[config.mk]
export PLATFORM = sky130hd
export DESIGN_NAME = nes_pad_controller
export DESIGN_NICKNAME = d
export VERILOG_FILES = /design/src/rtl/nes_pad_controller.sv
export SDC_FILE = /design/constraint.sdc
export NUM_CORES = 1
export LEC_CHECK = 0
export CORE_MARGIN = 4
export CORE_UTILIZATION = 35
export CTS_CLUSTER_SIZE = 10
export DETAILED_ROUTE_END_ITERATION = 16
export DONT_BUFFER_PORTS = 1
export PLACE_DENSITY = 0.46
export SYNTH_ARGS = -nofsm -noshare
export SYNTH_HDL_FRONTEND = slang
export SYNTH_SLANG_ARGS = --single-unit
[constraint.sdc]
create_clock -name clk -period 2.4 [get_ports clk]
set_input_delay 0.48 -clock clk [delete_from_list [all_inputs] [get_ports clk]]
set_output_delay 0.48 -clock clk [all_outputs]
set_load 0.01 [all_outputs]
[src/rtl/nes_pad_controller.sv]
// nes_pad_controller
//   Bridges a USB HID gamepad to an NES controller port. HID reports are
//   captured and decoded to the eight NES buttons, with turbo autofire on A/B.
//   A watchdog releases every button when reports stop arriving. The console
//   reads the button snapshot over the 4021-style latch/clock/data interface.
//
// Ports
//   clk             block clock (USB host clock)
//   nreset          synchronous active-low reset
//   hid_report      latest 64-bit HID report
//   hid_report_set  one-cycle strobe, hid_report valid this cycle
//   nes_latch       console latch, asynchronous to clk
//   nes_clk         console shift clock, asynchronous to clk
//   nes_data        serial data to the console, 0 = pressed
//   pad_state       {R,L,D,U,Start,Select,B,A}, 1 = pressed
//   pad_valid       a report has arrived and the pad is not stale
//   stale           watchdog expired, or no report since reset
module nes_pad_controller #(
  parameter int STALE_CYCLES = 600000,
  parameter int TURBO_HALF   = 200000
) (
  input  logic        clk,
  input  logic        nreset,
  input  logic [63:0] hid_report,
  input  logic        hid_report_set,
  input  logic        nes_latch,
  input  logic        nes_clk,
  output logic        nes_data,
  output logic [7:0]  pad_state,
  output logic        pad_valid,
  output logic        stale
);

  localparam int WD_W = $clog2(STALE_CYCLES + 1);
  localparam int TB_W = $clog2(TURBO_HALF + 1);
  localparam logic [WD_W-1:0] WD_MAX = WD_W'(STALE_CYCLES - 1);
  localparam logic [WD_W-1:0] WD_PRE = WD_W'(STALE_CYCLES - 2);
  localparam logic [TB_W-1:0] TB_MAX = TB_W'(TURBO_HALF - 1);

  logic [63:0]     report;
  logic [WD_W-1:0] wd_cnt;
  logic [TB_W-1:0] turbo_cnt;
  logic            turbo_phase;
  logic [7:0]      buttons;
  logic            turbo_gate;
  logic            latch_p0, latch_p1, latch_p2;
  logic            sclk_p0, sclk_p1, sclk_p2;
  logic [7:0]      sr;
  logic            unused_report_bits;

  // Only a handful of report bits carry button information.
  assign unused_report_bits = ^{report[63:29], report[27:24], report[21:18],
                                report[13:8], report[5:0], latch_p2};

  // With turbo held, A/B only pass during the high half of the turbo phase.
  assign turbo_gate = ~report[28] | turbo_phase;

  // Axis bytes: 0x00..0x3F is the low end, 0xC0..0xFF the high end.
  assign buttons = {&report[7:6], ~|report[7:6], &report[15:14], ~|report[15:14],
                    report[23], report[22],
                    report[17] & turbo_gate, report[16] & turbo_gate};

  assign nes_data = sr[0];

  // Capture, watchdog and registered pad output
  always_ff @(posedge clk) begin
    if (!nreset) begin
      report    <= '0;
      wd_cnt    <= '0;
      stale     <= 1'b1;
      pad_valid <= 1'b0;
      pad_state <= 8'h00;
    end else begin
      if (hid_report_set) begin
        report    <= hid_report;
        wd_cnt    <= '0;
        stale     <= 1'b0;
        pad_valid <= 1'b1;
      end else begin
        if (wd_cnt != WD_MAX)
          wd_cnt <= wd_cnt + 1'b1;
        // Stale asserts on the same edge the counter lands on its limit.
        if (wd_cnt >= WD_PRE) begin
          stale     <= 1'b1;
          pad_valid <= 1'b0;
        end
      end
      pad_state <= pad_valid ? buttons : 8'h00;
    end
  end

  // Free-running turbo phase generator
  always_ff @(posedge clk) begin
    if (!nreset) begin
      turbo_cnt   <= '0;
      turbo_phase <= 1'b0;
    end else if (turbo_cnt == TB_MAX) begin
      turbo_cnt   <= '0;
      turbo_phase <= ~turbo_phase;
    end else begin
      turbo_cnt <= turbo_cnt + 1'b1;
    end
  end

  // Console-side synchronisers (p0/p1 resolve metastability, p2 for edges)
  always_ff @(posedge clk) begin
    if (!nreset) begin
      latch_p0 <= 1'b0;
      latch_p1 <= 1'b0;
      latch_p2 <= 1'b0;
      sclk_p0  <= 1'b0;
      sclk_p1  <= 1'b0;
      sclk_p2  <= 1'b0;
    end else begin
      latch_p0 <= nes_latch;
      latch_p1 <= latch_p0;
      latch_p2 <= latch_p1;
      sclk_p0  <= nes_clk;
      sclk_p1  <= sclk_p0;
      sclk_p2  <= sclk_p1;
    end
  end

  // 4021-style shift register: parallel load while latched, shift on clock rise
  always_ff @(posedge clk) begin
    if (!nreset) begin
      sr <= 8'hFF;
    end else if (latch_p1) begin
      sr <= ~pad_state;
    end else if (sclk_p1 && !sclk_p2) begin
      sr <= {1'b0, sr[7:1]};
    end
  end

endmodule

== After elaboration in Yosys (flattened, before gate mapping) ==
Index checks and enable logic that the tools add are counted.
Cells by class
  bitwise gates (word level): 7
  equal/unequal tests: 2
  magnitude comparators: 1
  mux-type cells: 6
  $add $sub $neg: 2
  reduce and logical (&&, ||, !) cells: 13
Operators by type and width (count)
  20-bit by 1-bit adder with 20-bit output (second input constant): 1
  20-bit >= comparator (second input constant): 1
  20-bit != test (second input constant): 1
  18-bit by 1-bit adder with 18-bit output (second input constant): 1
  18-bit equality test (second input constant): 1
  8-bit two-way mux: 2
  8-bit inverter: 1
  2-bit OR reduction: 4
  2-bit AND reduction: 3
  1-bit two-way mux: 4
  2-bit nonzero test: 2
  1-bit logical NOT: 3
  1-bit inverter: 3
  1-bit AND: 2
  1-bit logical AND: 1
  1-bit OR: 1
Storage, ports and cells
  logic and storage cells: 44
  bits in registers: 91
  input bits: 69
  output and inout port bits: 11

== Longest topological paths before layout ==
Gate-level depths: netlist (run 1).
  word-level depth: 4
  gate-level depth with buffers: 6
  mapped depth without buffers: 5

== Least setup slack after synthesis (run 1) ==
No wires, ideal clock.
  path kind: reg2reg
  from: register wd_cnt[15]
  to: register pad_valid
  setup time: 117 ps
  period minus slack after synthesis: 1819 ps
  data arrival time: 1702 ps
  cell stages (with the launch flop): 5
  path slack: 581 ps
  buffers on the path: 0
  data required time: 2283 ps
  cells stage by stage: dfxtp_1 or4_4 nor4_4 a22oi_1 a32o_1
On the way
  word-level cells in the longest chain between the ends: 2
RTL lines
  start, declared: RTL line 41  | logic [WD_W-1:0] wd_cnt;
  start signal, assigned: RTL line 81  | wd_cnt <= wd_cnt + 1'b1;
  20-bit >= comparator: RTL line 83  | if (wd_cnt >= WD_PRE) begin
  2-bit nonzero test (no source line)
  end signal, assigned: RTL line 71  | pad_valid <= 1'b0;
  end signal, assigned: RTL line 78  | pad_valid <= 1'b1;
  end signal, assigned: RTL line 85  | pad_valid <= 1'b0;
  end, declared: RTL line 30  | output logic pad_valid,
Every way passes these cells.
A chain may end at the register's enable or synchronous reset.

== Final worst setup path (run 1) ==
  from: register wd_cnt[14]
  to: register wd_cnt[17]
On the way
  word-level cells in the longest chain between the ends: 1
  elaborated cells on any way between the ends: 2
  classes of those cells: add/sub: 1; eq/ne: 1
RTL lines (RTL line)
  20-bit by 1-bit adder with 20-bit output or 20-bit != test (tied branches): 81, 80
Several ways; a longest one is shown, not always the timed one.

==> flow_summary.toml, run 1 <==
[worst_setup_path]
arrival_ns = 2.29
crit_path_start_kind = "flop"
crit_required_ns = 2.63
critPathKind = "flop to flop"
worst_path_largest_cell_delay_ns = 0.59
crit_path_max_fanout = 5
crit_chain = "or4_4, or4_1, o21ai_0, a21oi_1"
crit_slowest_cell = "or4_4"
rr_worst_depth = 4
reg2reg_from = "wd_cnt[14]"
r2r_setup_slack_ns = 0.34
critPathCaptureType = "flop"
r2r-end = "wd_cnt[17]"

[grt]
gr-total-overflow = 0
grt_pass1_wl_um = 11000
antenna_found_initial = 0
grt.met1_usage_pct = 20.1
grt-busiest-layer = "met1"
grt_util_met3_pct = 4.31
grt_use_met2_pct = 19.4
grt_usage_pct = 13.8
first_global_vias = 2160
grt_max_degree = 23

[sta]
slew_violations = 0
worst_pin_slew_ns = 0.481
slew_headroom_pct = 67.9
timing.final.crit_period_ns = 2.06
finalSetupViolCount = 0
finalHoldViolations = 0
fin_crit_sh_pct = 86.0
clock_skew_ns = 0.0148
setup_tns_ns = 0
fmax_ghz = 0.485
rsz0062_at_grt = "no"

[detailed_routing]
wl_um = 6430
drc = 0
drtAntennaViolNets = 0
drt_iter0_markers = 116
drt_first_pass_iters = 6
viasPerCell = 5.21
vias = 2336
routedWlPerCell_um = 14.4

[yosys]
synth_seq_cells = 71
yosysWarnings = 0
avgSynthCellArea_um2 = 9.00
synth_edf_count = 0
synthFlopType = "dfxtp_1"
synth-xor-area-share_pct = 5.86
synth-simple-area-share_pct = 26.0
syn-num-nets = 404
synth_top_family_by_area = "simple AND/OR/NAND/NOR gates"
yosys-top-cells-area = "dfxtp_1 (48%), xnor2_1 (4.7%), nor2_1 (4.3%)"
muxShareOfSynthArea_pct = 5.65
seq_area_frac_synth_pct = 47.6
async_flop_share_pct = 0
synth_adder_area_share_pct = 1.26
syn_inst = 332
synth_area_leader_cell = "dfxtp_1"
synth_top_area_share_pct = 47.6
syn_area_um2 = 2990
ys_types = 41
synth_compound_area_share_pct = 10.8

[cts]
clk_pin_slew_ns = 0.09
htreeDepth = 3
clock-sinks = 71
clock_path_buffers = 2
cts_buffers = 9
cts_tree = "built"
cts_setup_buffers = 0
worstSkewPairLatency_ns = 0.35
cts_root_buffer = "clkbuf_8"
cts_hold_buffers = 0
cts_resized = 0

[place]
dp_hpwl_um = 4450
io_buffers = 0
dpl_cell_area_um2 = 3130
finalWeightedCongestion = 0.738

[min_path]
min_path_type = "input port to flop"
hold_depth = 1
hold_path_startpoint = "nreset"
hold_end = "sr[1]"

[layout]
finalCoreUtilization_pct = 40.1
design_area_um2 = 3310
area_delta_synth_final_pct = 10.8
num_antenna_cells = 0
nets = 410
drive_gt1_share_pct = 10.2

[floorplanning]
die_w_um = 100
die_h_um = 100
ios = 80
start_util_pct = 36.2
core_um2 = 8260
num_rows = 33
dieArea_um2 = 10100

[outcome]
status = "finished clean"

[flow_run]
cap_violations = 0

[power]
finalPower_mw = 2.20
pwr-share-comb_pct = 2.8
switching_share_pct = 26.2
powerDensity_nw_per_um2 = 666
p_seq_share_pct = 55.8
cellLeakagePower_nw = 1.08
p_switching_mw = 0.578
p_int_mw = 1.63
vdd_drop_max_mv = 0.253
p_clk_share_pct = 41.3
## layout make-up
cell class              instances  area, um2
clock inverters                 7       60.1
repair buffers                  7       52.6
multi-input cells             239       1480
fillers                       855       4950
clock buffers                   9        124
flip-flops and latches         71       1420
well taps                     105        131
inverters                      10       37.5
## routing by layer
metal / vias to the layer above / share of wire [%]
li1: 1203 / -
met1: 1091 / 53
met2: 32 / 41
met3: 10 / 4.7
met4: 0 / 1.2
met5: - / 0
## layout by cell type (no fill, tap or decap), drive strengths merged, types with 7 or more instances in the layout
master,Yosys,routed
dfxtp,71,71
nor2,34,34
nand2,31,31
o21ai,19,19
a21oi,17,17
xnor2,16,16
inv,10,14
nand3,12,12
nor3,9,9
mux2i,9,9
nand4,9,9
and2,9,9
clkbuf,11,9
nor4,9,9
or3,8,8
mux2,7,7
buf,1,7
or4,7,7
## cells in the mapped netlist, types with 9 or more instances
| cell | n |
|---|---|
| a21oi_1 | 17 |
| and2_1 | 9 |
| clkbuf_1 | 10 |
| dfxtp_1 | 71 |
| inv_1 | 10 |
| mux2i_1 | 9 |
| nand2_1 | 30 |
| nand3_1 | 12 |
| nand4_1 | 9 |
| nor2_1 | 34 |
| nor3_1 | 9 |
| o21ai_0 | 18 |
| xnor2_1 | 16 |
## state kept, by name (all words and copies together), names as in the netlist, 8 cells and up
signal     count
wd_cnt        20
turbo_cnt     18
report         9
pad_state      8
sr             8
## worst max-delay path by stage
stage,startpoint,endpoint,slack [ns],cells after the start
final,wd_cnt[14],wd_cnt[17],0.34,4
after global routing,wd_cnt[14],wd_cnt[18],0.21,4
after CTS,wd_cnt[14],wd_cnt[17],0.33,4
after detailed placement,wd_cnt[14],wd_cnt[18],0.35,4
after global placement,wd_cnt[14],wd_cnt[18],0.35,4
after floorplan,wd_cnt[15],pad_valid,0.58,4
## worst max-delay path: cells and delay by family, from the launching register on
family,cells,cell delay [ns]
AND/OR/NAND/NOR,2,1.18
AO/OA/AOI/OAI,2,0.41
flip-flops,1,0.35
## kinds of logic after synthesis
logic type      count (synthesis)
fa+ha+maj                       3
mux                            16
buf+inv                        22
xor+xnor                       20
flops                          71
compound gates                 54
simple gates                  146
## through the flow
step                setup slack, ns  cells  hold WS, ns
detailed placement            0.352    432        0.420
CTS                           0.334    448        0.166
global placement              0.347    432        0.415
global route                  0.214    448        0.163
floorplan                     0.581    332        0.411
finish                        0.337    448        0.184
## power groups by stage
stage | logic [mW] | registers, mW | clock network (mW)
floorplan | 0.0572 | 1.25 | 0
global placement | 0.0632 | 1.26 | 0
detailed placement | 0.0636 | 1.26 | 0
CTS | 0.0639 | 1.23 | 0.945
global route | 0.0721 | 1.24 | 1.00
finish | 0.0622 | 1.23 | 0.911
No activity file was read; power rests on OpenSTA's default activity.
==> inputs of run 2 (changes only) <==
--- a/config.mk
+++ b/config.mk
@@ -11,6 +11,7 @@
 export DETAILED_ROUTE_END_ITERATION = 16
 export DONT_BUFFER_PORTS = 1
 export PLACE_DENSITY = 0.46
+export SKIP_CTS_REPAIR_TIMING = 1
 export SYNTH_ARGS = -nofsm -noshare
 export SYNTH_HDL_FRONTEND = slang
 export SYNTH_SLANG_ARGS = --single-unit
==> results of run 2 <==
Final layout, timing and power as in run 1 (identical DEF).
